File: src/rtl/clock_mon_pkg.sv
// Shared definitions for the clock frequency monitor.
//   state_e   : monitor FSM state encoding (also exported on the debug port)
//   cnt_width : bits needed to hold the values 0..max_val
package clock_mon_pkg;

  typedef enum logic [1:0] {
    ST_IDLE    = 2'd0,
    ST_ACQUIRE = 2'd1,
    ST_LOCKED  = 2'd2,
    ST_LOST    = 2'd3
  } state_e;

  function automatic int cnt_width(input int max_val);
    return (max_val < 1) ? 1 : $clog2(max_val + 1);
  endfunction

endpackage

File: src/rtl/sync_edge_detect.sv
// Brings an asynchronous clock-like signal into the clk_i domain and emits a
// one-cycle pulse for every rising transition.
//   clk_i   : sampling clock
//   rst_i   : synchronous active-high reset, clears every flop
//   async_i : asynchronous input
//   edge_o  : registered rising-edge pulse
// A 0->1 transition sampled by the first flop on edge k appears on edge_o
// after edge k+2, so logic clocked by clk_i consumes it on edge k+3.
module sync_edge_detect (
  input  logic clk_i,
  input  logic rst_i,
  input  logic async_i,
  output logic edge_o
);

  logic sync1_q;
  logic sync2_q;
  logic prev_q;
  logic edge_q;

  always_ff @(posedge clk_i) begin
    if (rst_i) begin
      sync1_q <= 1'b0;
      sync2_q <= 1'b0;
      prev_q  <= 1'b0;
      edge_q  <= 1'b0;
    end else begin
      sync1_q <= async_i;
      sync2_q <= sync1_q;
      prev_q  <= sync2_q;
      edge_q  <= sync2_q & ~prev_q;
    end
  end

  assign edge_o = edge_q;

endmodule

File: src/rtl/clock_freq_monitor.sv
// Measures a monitored clock against a trusted clock by counting its rising
// edges over fixed windows, tracks lock with hysteresis and detects stalls.
//   clk_pi/rst_pi  : trusted clock, synchronous active-high reset
//   en_pi          : enable; low forces IDLE and clears the window machinery
//   mon_pi         : monitored clock (asynchronous)
//   clear_pi       : clears the sticky error flag
//   edge_count_po  : edge count of the last completed window
//   count_valid_po : one-cycle pulse, high in the cycle edge_count_po and
//                    in_range_po take a new window's result; there is no
//                    back-pressure, a consumer must sample it in that cycle
//   in_range_po    : last window within EXPECTED_EDGES +/- TOLERANCE
//   locked_po      : FSM in LOCKED
//   stalled_po     : no monitored edge for STALL_CYCLES or more cycles
//   error_po       : sticky, set on LOCKED->LOST
//   state_po       : debug view of the FSM state
module clock_freq_monitor
  import clock_mon_pkg::*;
#(
  parameter int  WINDOW_CYCLES  = 1024,
  parameter int  EXPECTED_EDGES = 256,
  parameter int  TOLERANCE      = 4,
  parameter int  LOCK_WINDOWS   = 3,
  parameter int  UNLOCK_WINDOWS = 2,
  parameter int  STALL_CYCLES   = 64,
  localparam int CNT_W          = cnt_width(WINDOW_CYCLES)
) (
  input  logic             clk_pi,
  input  logic             rst_pi,
  input  logic             en_pi,
  input  logic             mon_pi,
  input  logic             clear_pi,
  output logic [CNT_W-1:0] edge_count_po,
  output logic             count_valid_po,
  output logic             in_range_po,
  output logic             locked_po,
  output logic             stalled_po,
  output logic             error_po,
  output state_e           state_po
);

  localparam int WIN_W   = cnt_width(WINDOW_CYCLES - 1);
  localparam int STALL_W = cnt_width(STALL_CYCLES);
  localparam int GOOD_W  = cnt_width(LOCK_WINDOWS);
  localparam int BAD_W   = cnt_width(UNLOCK_WINDOWS);
  localparam int LO_INT  = (EXPECTED_EDGES > TOLERANCE) ? (EXPECTED_EDGES - TOLERANCE) : 0;

  localparam logic [31:0]        LO_BOUND  = 32'(LO_INT);
  localparam logic [31:0]        HI_BOUND  = 32'(EXPECTED_EDGES + TOLERANCE);
  localparam logic [WIN_W-1:0]   WIN_LAST  = WIN_W'(WINDOW_CYCLES - 1);
  localparam logic [STALL_W-1:0] STALL_LIM = STALL_W'(STALL_CYCLES);
  localparam logic [GOOD_W-1:0]  GOOD_LAST = GOOD_W'(LOCK_WINDOWS - 1);
  localparam logic [BAD_W-1:0]   BAD_LAST  = BAD_W'(UNLOCK_WINDOWS - 1);
  localparam logic [CNT_W-1:0]   CNT_MAX   = '1;

  logic               edge_pulse;
  state_e             state_q, state_d;
  logic [WIN_W-1:0]   win_q, win_d;
  logic [CNT_W-1:0]   edge_cnt_q, edge_cnt_d;
  logic [STALL_W-1:0] stall_q, stall_d;
  logic [GOOD_W-1:0]  good_q, good_d;
  logic [BAD_W-1:0]   bad_q, bad_d;
  logic [CNT_W-1:0]   edge_count_q;
  logic               count_valid_q;
  logic               in_range_q;
  logic               error_q, error_d;

  logic               term;
  logic [CNT_W-1:0]   closing_cnt;
  logic               win_in_range;
  logic               stall_rise;
  logic               err_set;

  sync_edge_detect u_sync_edge (
    .clk_i   (clk_pi),
    .rst_i   (rst_pi),
    .async_i (mon_pi),
    .edge_o  (edge_pulse)
  );

  assign term = en_pi && (win_q == WIN_LAST);

  // Datapath: window/edge/stall counters. closing_cnt already includes an
  // edge arriving on the terminal cycle so that edge lands in the closing
  // window and the next window restarts from zero.
  always_comb begin
    win_d       = win_q;
    edge_cnt_d  = edge_cnt_q;
    stall_d     = stall_q;
    closing_cnt = edge_cnt_q;
    if (edge_pulse && (edge_cnt_q != CNT_MAX)) begin
      closing_cnt = edge_cnt_q + 1'b1;
    end
    if (!en_pi) begin
      win_d      = '0;
      edge_cnt_d = '0;
      stall_d    = '0;
    end else begin
      win_d      = term ? '0 : win_q + 1'b1;
      edge_cnt_d = term ? '0 : closing_cnt;
      if (edge_pulse) begin
        stall_d = '0;
      end else if (stall_q < STALL_LIM) begin
        stall_d = stall_q + 1'b1;
      end
    end
  end

  assign win_in_range = (32'(closing_cnt) >= LO_BOUND) && (32'(closing_cnt) <= HI_BOUND);
  // Stall is acted on in the same edge that raises stalled_po, so lock drops
  // and the error sets together with it.
  assign stall_rise   = (stall_d >= STALL_LIM) && (stall_q < STALL_LIM);

  // FSM next state and good/bad window counters.
  always_comb begin
    state_d = state_q;
    good_d  = good_q;
    bad_d   = bad_q;
    err_set = 1'b0;
    if (!en_pi) begin
      state_d = ST_IDLE;
      good_d  = '0;
      bad_d   = '0;
    end else begin
      case (state_q)
        ST_IDLE: begin
          state_d = ST_ACQUIRE;
        end
        ST_ACQUIRE: begin
          if (term) begin
            if (!win_in_range) begin
              good_d = '0;
            end else if (good_q >= GOOD_LAST) begin
              state_d = ST_LOCKED;
              good_d  = '0;
              bad_d   = '0;
            end else begin
              good_d = good_q + 1'b1;
            end
          end
        end
        ST_LOCKED: begin
          if (stall_rise) begin
            state_d = ST_LOST;
            bad_d   = '0;
            err_set = 1'b1;
          end else if (term) begin
            if (win_in_range) begin
              bad_d = '0;
            end else if (bad_q >= BAD_LAST) begin
              state_d = ST_LOST;
              bad_d   = '0;
              err_set = 1'b1;
            end else begin
              bad_d = bad_q + 1'b1;
            end
          end
        end
        ST_LOST: begin
          // The recovering window already counts as the first good one.
          if (term && win_in_range) begin
            state_d = ST_ACQUIRE;
            good_d  = GOOD_W'(1);
          end
        end
        default: state_d = ST_IDLE;
      endcase
    end
  end

  // A new error wins over a simultaneous clear.
  assign error_d = err_set | (error_q & ~clear_pi);

  always_ff @(posedge clk_pi) begin
    if (rst_pi) begin
      state_q       <= ST_IDLE;
      win_q         <= '0;
      edge_cnt_q    <= '0;
      stall_q       <= '0;
      good_q        <= '0;
      bad_q         <= '0;
      edge_count_q  <= '0;
      count_valid_q <= 1'b0;
      in_range_q    <= 1'b0;
      error_q       <= 1'b0;
    end else begin
      state_q       <= state_d;
      win_q         <= win_d;
      edge_cnt_q    <= edge_cnt_d;
      stall_q       <= stall_d;
      good_q        <= good_d;
      bad_q         <= bad_d;
      count_valid_q <= term;
      if (term) begin
        edge_count_q <= closing_cnt;
        in_range_q   <= win_in_range;
      end
      error_q       <= error_d;
    end
  end

  assign edge_count_po  = edge_count_q;
  assign count_valid_po = count_valid_q;
  assign in_range_po    = in_range_q;
  assign locked_po      = (state_q == ST_LOCKED);
  assign stalled_po     = (stall_q >= STALL_LIM);
  assign error_po       = error_q;
  assign state_po       = state_q;

endmodule

File: config.mk
export PLATFORM = sky130hd
export DESIGN_NAME = clock_freq_monitor
export DESIGN_NICKNAME = d
export VERILOG_FILES = /design/src/rtl/clock_mon_pkg.sv /design/src/rtl/sync_edge_detect.sv /design/src/rtl/clock_freq_monitor.sv
export SDC_FILE = /design/constraint.sdc
export NUM_CORES = 1
export LEC_CHECK = 0
export ABC_AREA = 1
export BUFFER_PORTS_ARGS = -buffer_cell sky130_fd_sc_hd__buf_2
export CORE_MARGIN = 2
export CORE_UTILIZATION = 55
export CTS_CLUSTER_SIZE = 25
export DETAILED_ROUTE_END_ITERATION = 6
export PLACE_DENSITY = 0.74
export SLEW_MARGIN = 20
export SYNTH_ARGS = -nofsm -noshare
export SYNTH_HDL_FRONTEND = slang
export SYNTH_SLANG_ARGS = --single-unit
File: constraint.sdc
create_clock -name clk_pi -period 2.9 [get_ports clk_pi]
set_input_delay 0.145 -clock clk_pi [delete_from_list [all_inputs] [get_ports clk_pi]]
set_output_delay 0.145 -clock clk_pi [all_outputs]
set_load 0.02 [all_outputs]
==> results summary <==
The first global-routing pass estimated 8.36 mm of wire. The number of different library cells in the post-synthesis netlist came out at 35. The vertical extent of the die came out at between 70 and 80 um. The area of placed instances came out at 2690 um^2. The largest individual stage delay along the critical path comes from the cell sky130_fd_sc_hd__dfxtp_1. The overall routing resource usage is 20.0%. The detailed router placed 2114 vias in this run. The number of buffers inserted to repair setup after CTS is 0. The run finished with clean final reports. On the critical path the largest part of the delay comes from simple AND/OR/NAND/NOR gates.

The number of CTS-inserted buffers came out at 5. The number of cells in the design after placement is 416. The signed area change from the synthesized netlist to the final layout is 9.78%.

In the layout the commonest cells are sky130_fd_sc_hd__nand2_1 (68), sky130_fd_sc_hd__nor2_1 (59), sky130_fd_sc_hd__dfxtp_1 (52), sky130_fd_sc_hd__inv_1 (49), sky130_fd_sc_hd__buf_2 (22). The portion of the clock cycle consumed by the worst path in the final layout came out at 83.2%. In this run the worst hold path is classified as primary input to register. The transition at the pin with the smallest max-transition slack is 585 ps. After the last flow step, the layout net total stands at 386. The total congestion overflow is 0.

For this block, the initial DRC count from the detailed router was 110. The power density over the cells came out at 482 nW/um^2. The count of final max-slew check failures is 0. The complex-gate fraction of the synthesized area is 8.02%. The count of nets left with antenna violations once routing finished came out at 0. The adder-cell share of the synthesized area came out at 4.89%. The tree built by TritonCTS fans out to 52 sinks.

The largest single stage delay on the critical path is 430 ps. The number of buffers and inverters on the critical path is 1. TritonCTS built the clock tree.

The static leakage power is 1.20 nW. The synthesized netlist devotes around a third of its cell area to simple gates. In this run the tightest slew margin relative to its limit is 60.8%. The largest fanout of any net on the critical path is 12. The final count of negative-setup-slack endpoints came out at 0. The met1 demand-to-capacity share in global routing came out at about a quarter. Summing every instance area after synthesis gives roughly 2600 um^2. The cts-stage hold buffer count came out at 0.

The mean routed wirelength per cell is 11.4 um. The post-synthesis instance total is approximately 350. STA classifies the critical path endpoint as a register. The critical path goes through ha_1 -> nand2_1 -> nor2_1 -> nand3_4 -> nand2_4 -> inv_2 -> nand2_1 -> o21ai_0 -> nor2_1 -> nand3_2 -> nand2_1 -> nand2_1 -> nand3_2 -> nand2_1 -> nand2_1 -> nor2_2. The number of buffers between clock root and the deepest sink is 2. The category of the most critical setup path is register to register. The number of antenna repair diodes is 0.

The number of antenna violations at the first check in global routing came out at 0. After clock tree synthesis, the clock-pin slew on the worst setup and hold paths is 90 ps. For this run, the number of standard cells in the final layout without fillers is 424.

The number of max-cap violations is 0. The post-layout utilization of the core came out at a little under two thirds. For the final routed database, the setup TNS stands at 0 ps. The final number of hold-violating endpoints is 0. The xor/xnor share of the synthesized area came out at 3.72%. The ratio of cells with drive above 1 in the final layout is 15.1%.

The area enclosed by the die boundary is 5210 um^2. The number of I/O pins came out at 23. The dominant combinational cell family by area after synthesis is simple AND/OR/NAND/NOR gates. For met2 alone, demand over resource in global routing was 33.9%. The final weighted congestion in routability-driven placement is 0.898.

Setup repair after global routing left no endpoint under its margin. The critical path's most frequent cell is sky130_fd_sc_hd__nand2_1. STA classifies the critical path startpoint as a register.

The global routing stage identified its most utilized layer as met2. Each instance of the synthesized netlist takes up on average about 7.3 um^2. The post-layout instance area is approximately 2800 um^2. The number of register bits inferred by synthesis is 52.

The clock tree root driver cell is sky130_fd_sc_hd__clkbuf_8. The core footprint came out at 4410 um^2. OpenSTA, run right after detailed placement, puts the worst setup slack at slightly above 500 ps. The share of synthesized area occupied by flip-flops and latches came out at 40.7%. The met3 layer usage reported by global route came out at between 4 and 5%.

The Yosys step of the flow raised 0 warnings. Of the post-synthesis cell area, the part taken by muxes is 0%. The largest net degree at the start of global routing is 25. After detailed routing, the number of remaining DRC violations is 0. Static timing analysis puts the maximum clock frequency at 414 MHz. The HPWL after detailed placement is ~3.7 mm. The routed via count divided by cell count is 4.99.

The smallest clock period supported by the final layout is computed as 2410 ps. The most frequent standard cell in the layout excluding fill and tap cells is sky130_fd_sc_hd__nand2_1. Once the floorplan was initialized, standard cells occupied between 50 and 60% of the core. The total wire length is 4.83 mm. The final clock skew came out at about 3.8 ps. The total nets after synthesis is 366. Data on the critical path arrives at its endpoint at 2610 ps. The via count of the first global-routing pass came out at 1985.

The worst path required time is around 3100 ps. The minimum setup slack in the final design is between 400 and 500 ps. The number of port buffers is 22.

The x dimension of the die is a little over 70 um. The H-tree was split into 2 levels. The total of cells resized after clock tree synthesis came out at 0.

Across the VDD grid, the largest voltage drop is 365 uV. The detailed-router iteration count before antenna repair came out at 4. The number of standard-cell rows in the floorplan came out at 24. The clock latency of the later-clocked register in the worst-skew pair came out at 300 ps.
[through the flow]
step	hold slack [ps]	power [mW]
after global placement	343	0.872
after detailed placement	354	0.875
final	47.3	1.35
after global routing	55.8	1.42
after CTS	42.1	1.37
after floorplan	252	0.847
[per-layer routing]
layer | up-vias | share of wire (%)
met5 | - | 0
met2 | 33 | 46
met4 | 0 | 0.46
met3 | 2 | 4.3
li1 | 1136 | -
met1 | 943 | 49
[final cells by class]
cell class	count	area (um^2)
Inverter	52	195
Timing Repair Buffer	24	125
Sequential cell	52	1040
Clock buffer	5	68.8
Clock inverter	3	46.3
Fill cell	388	1610
Multi-Input combinational cell	236	1270
Tap cell	52	65.1
[worst register-to-register path, stage by stage (launching register included)]
cell and delay [ps]:
sky130_fd_sc_hd__dfxtp_1 430, sky130_fd_sc_hd__ha_1 240, sky130_fd_sc_hd__nand2_1 70, sky130_fd_sc_hd__nor2_1 170, sky130_fd_sc_hd__nand3_4 190, sky130_fd_sc_hd__nand2_4 140
sky130_fd_sc_hd__inv_2 60, sky130_fd_sc_hd__nand2_1 50, sky130_fd_sc_hd__o21ai_0 90, sky130_fd_sc_hd__nor2_1 270, sky130_fd_sc_hd__nand3_2 170, sky130_fd_sc_hd__nand2_1 120
sky130_fd_sc_hd__nand2_1 70, sky130_fd_sc_hd__nand3_2 100, sky130_fd_sc_hd__nand2_1 60, sky130_fd_sc_hd__nand2_1 70, sky130_fd_sc_hd__nor2_2 30
[kinds of logic (layout without fill, tap and decap cells)]
kind of cell               after synthesis  count (layout)
AOI/OAI and AO/OA                       36              36
xor gates and xnor gates                10              10
adders and majority gates               10              10
buffers and inverters                   63              84
DFF                                     52              52
and+or+nand+nor                        180             180
[power breakdown]
group | leakage (nW) | internal, mW | switching, mW | total (mW)
logic | 0.729 | 0.0416 | 0.0805 | 0.122
clock network | 0.0548 | 0.260 | 0.235 | 0.495
registers | 0.420 | 0.725 | 0.0110 | 0.736
total | 1.20 | 1.03 | 0.326 | 1.35
[cell usage after synthesis, drive strengths merged]
cell type / n / area [um^2]
xnor2: 3 / 26.3
and3: 1 / 6.26
buf: 5 / 32.5
inv: 52 / 195
o21ai: 10 / 50.1
dfxtp: 52 / 1040
nand3: 24 / 158
a31oi: 1 / 6.26
nor3: 6 / 35.0
nand2: 75 / 304
o211ai: 7 / 52.6
ha: 10 / 125
nor2: 63 / 251
clkbuf: 6 / 22.5
nand3b: 1 / 7.51
nand4: 6 / 52.6
a21oi: 17 / 88.8
xor2: 7 / 68.8
nor4: 2 / 12.5
nor3b: 2 / 15.0
o21bai: 1 / 7.51
[flip-flops by register name, indices dropped and copies added (netlist names), 2 cells and up]
name,flops
edge_cnt_q,11
edge_count_po,11
win_q,10
stall_q,7
bad_q,2
good_q,2
state_po,2
[path summary, 6_finish.rpt]
kind	from	end	slack, ps	cells past startpoint
setup reg to reg	edge_cnt_q[0]	state_po[0]	490	16
setup / recovery	edge_cnt_q[0]	state_po[0]	490	16
hold reg to reg	u_sync_edge.sync1_q	u_sync_edge.sync2_q	410	2
hold / removal	mon_pi	u_sync_edge.sync1_q	50	3
(Power assumes the default switching activity.)
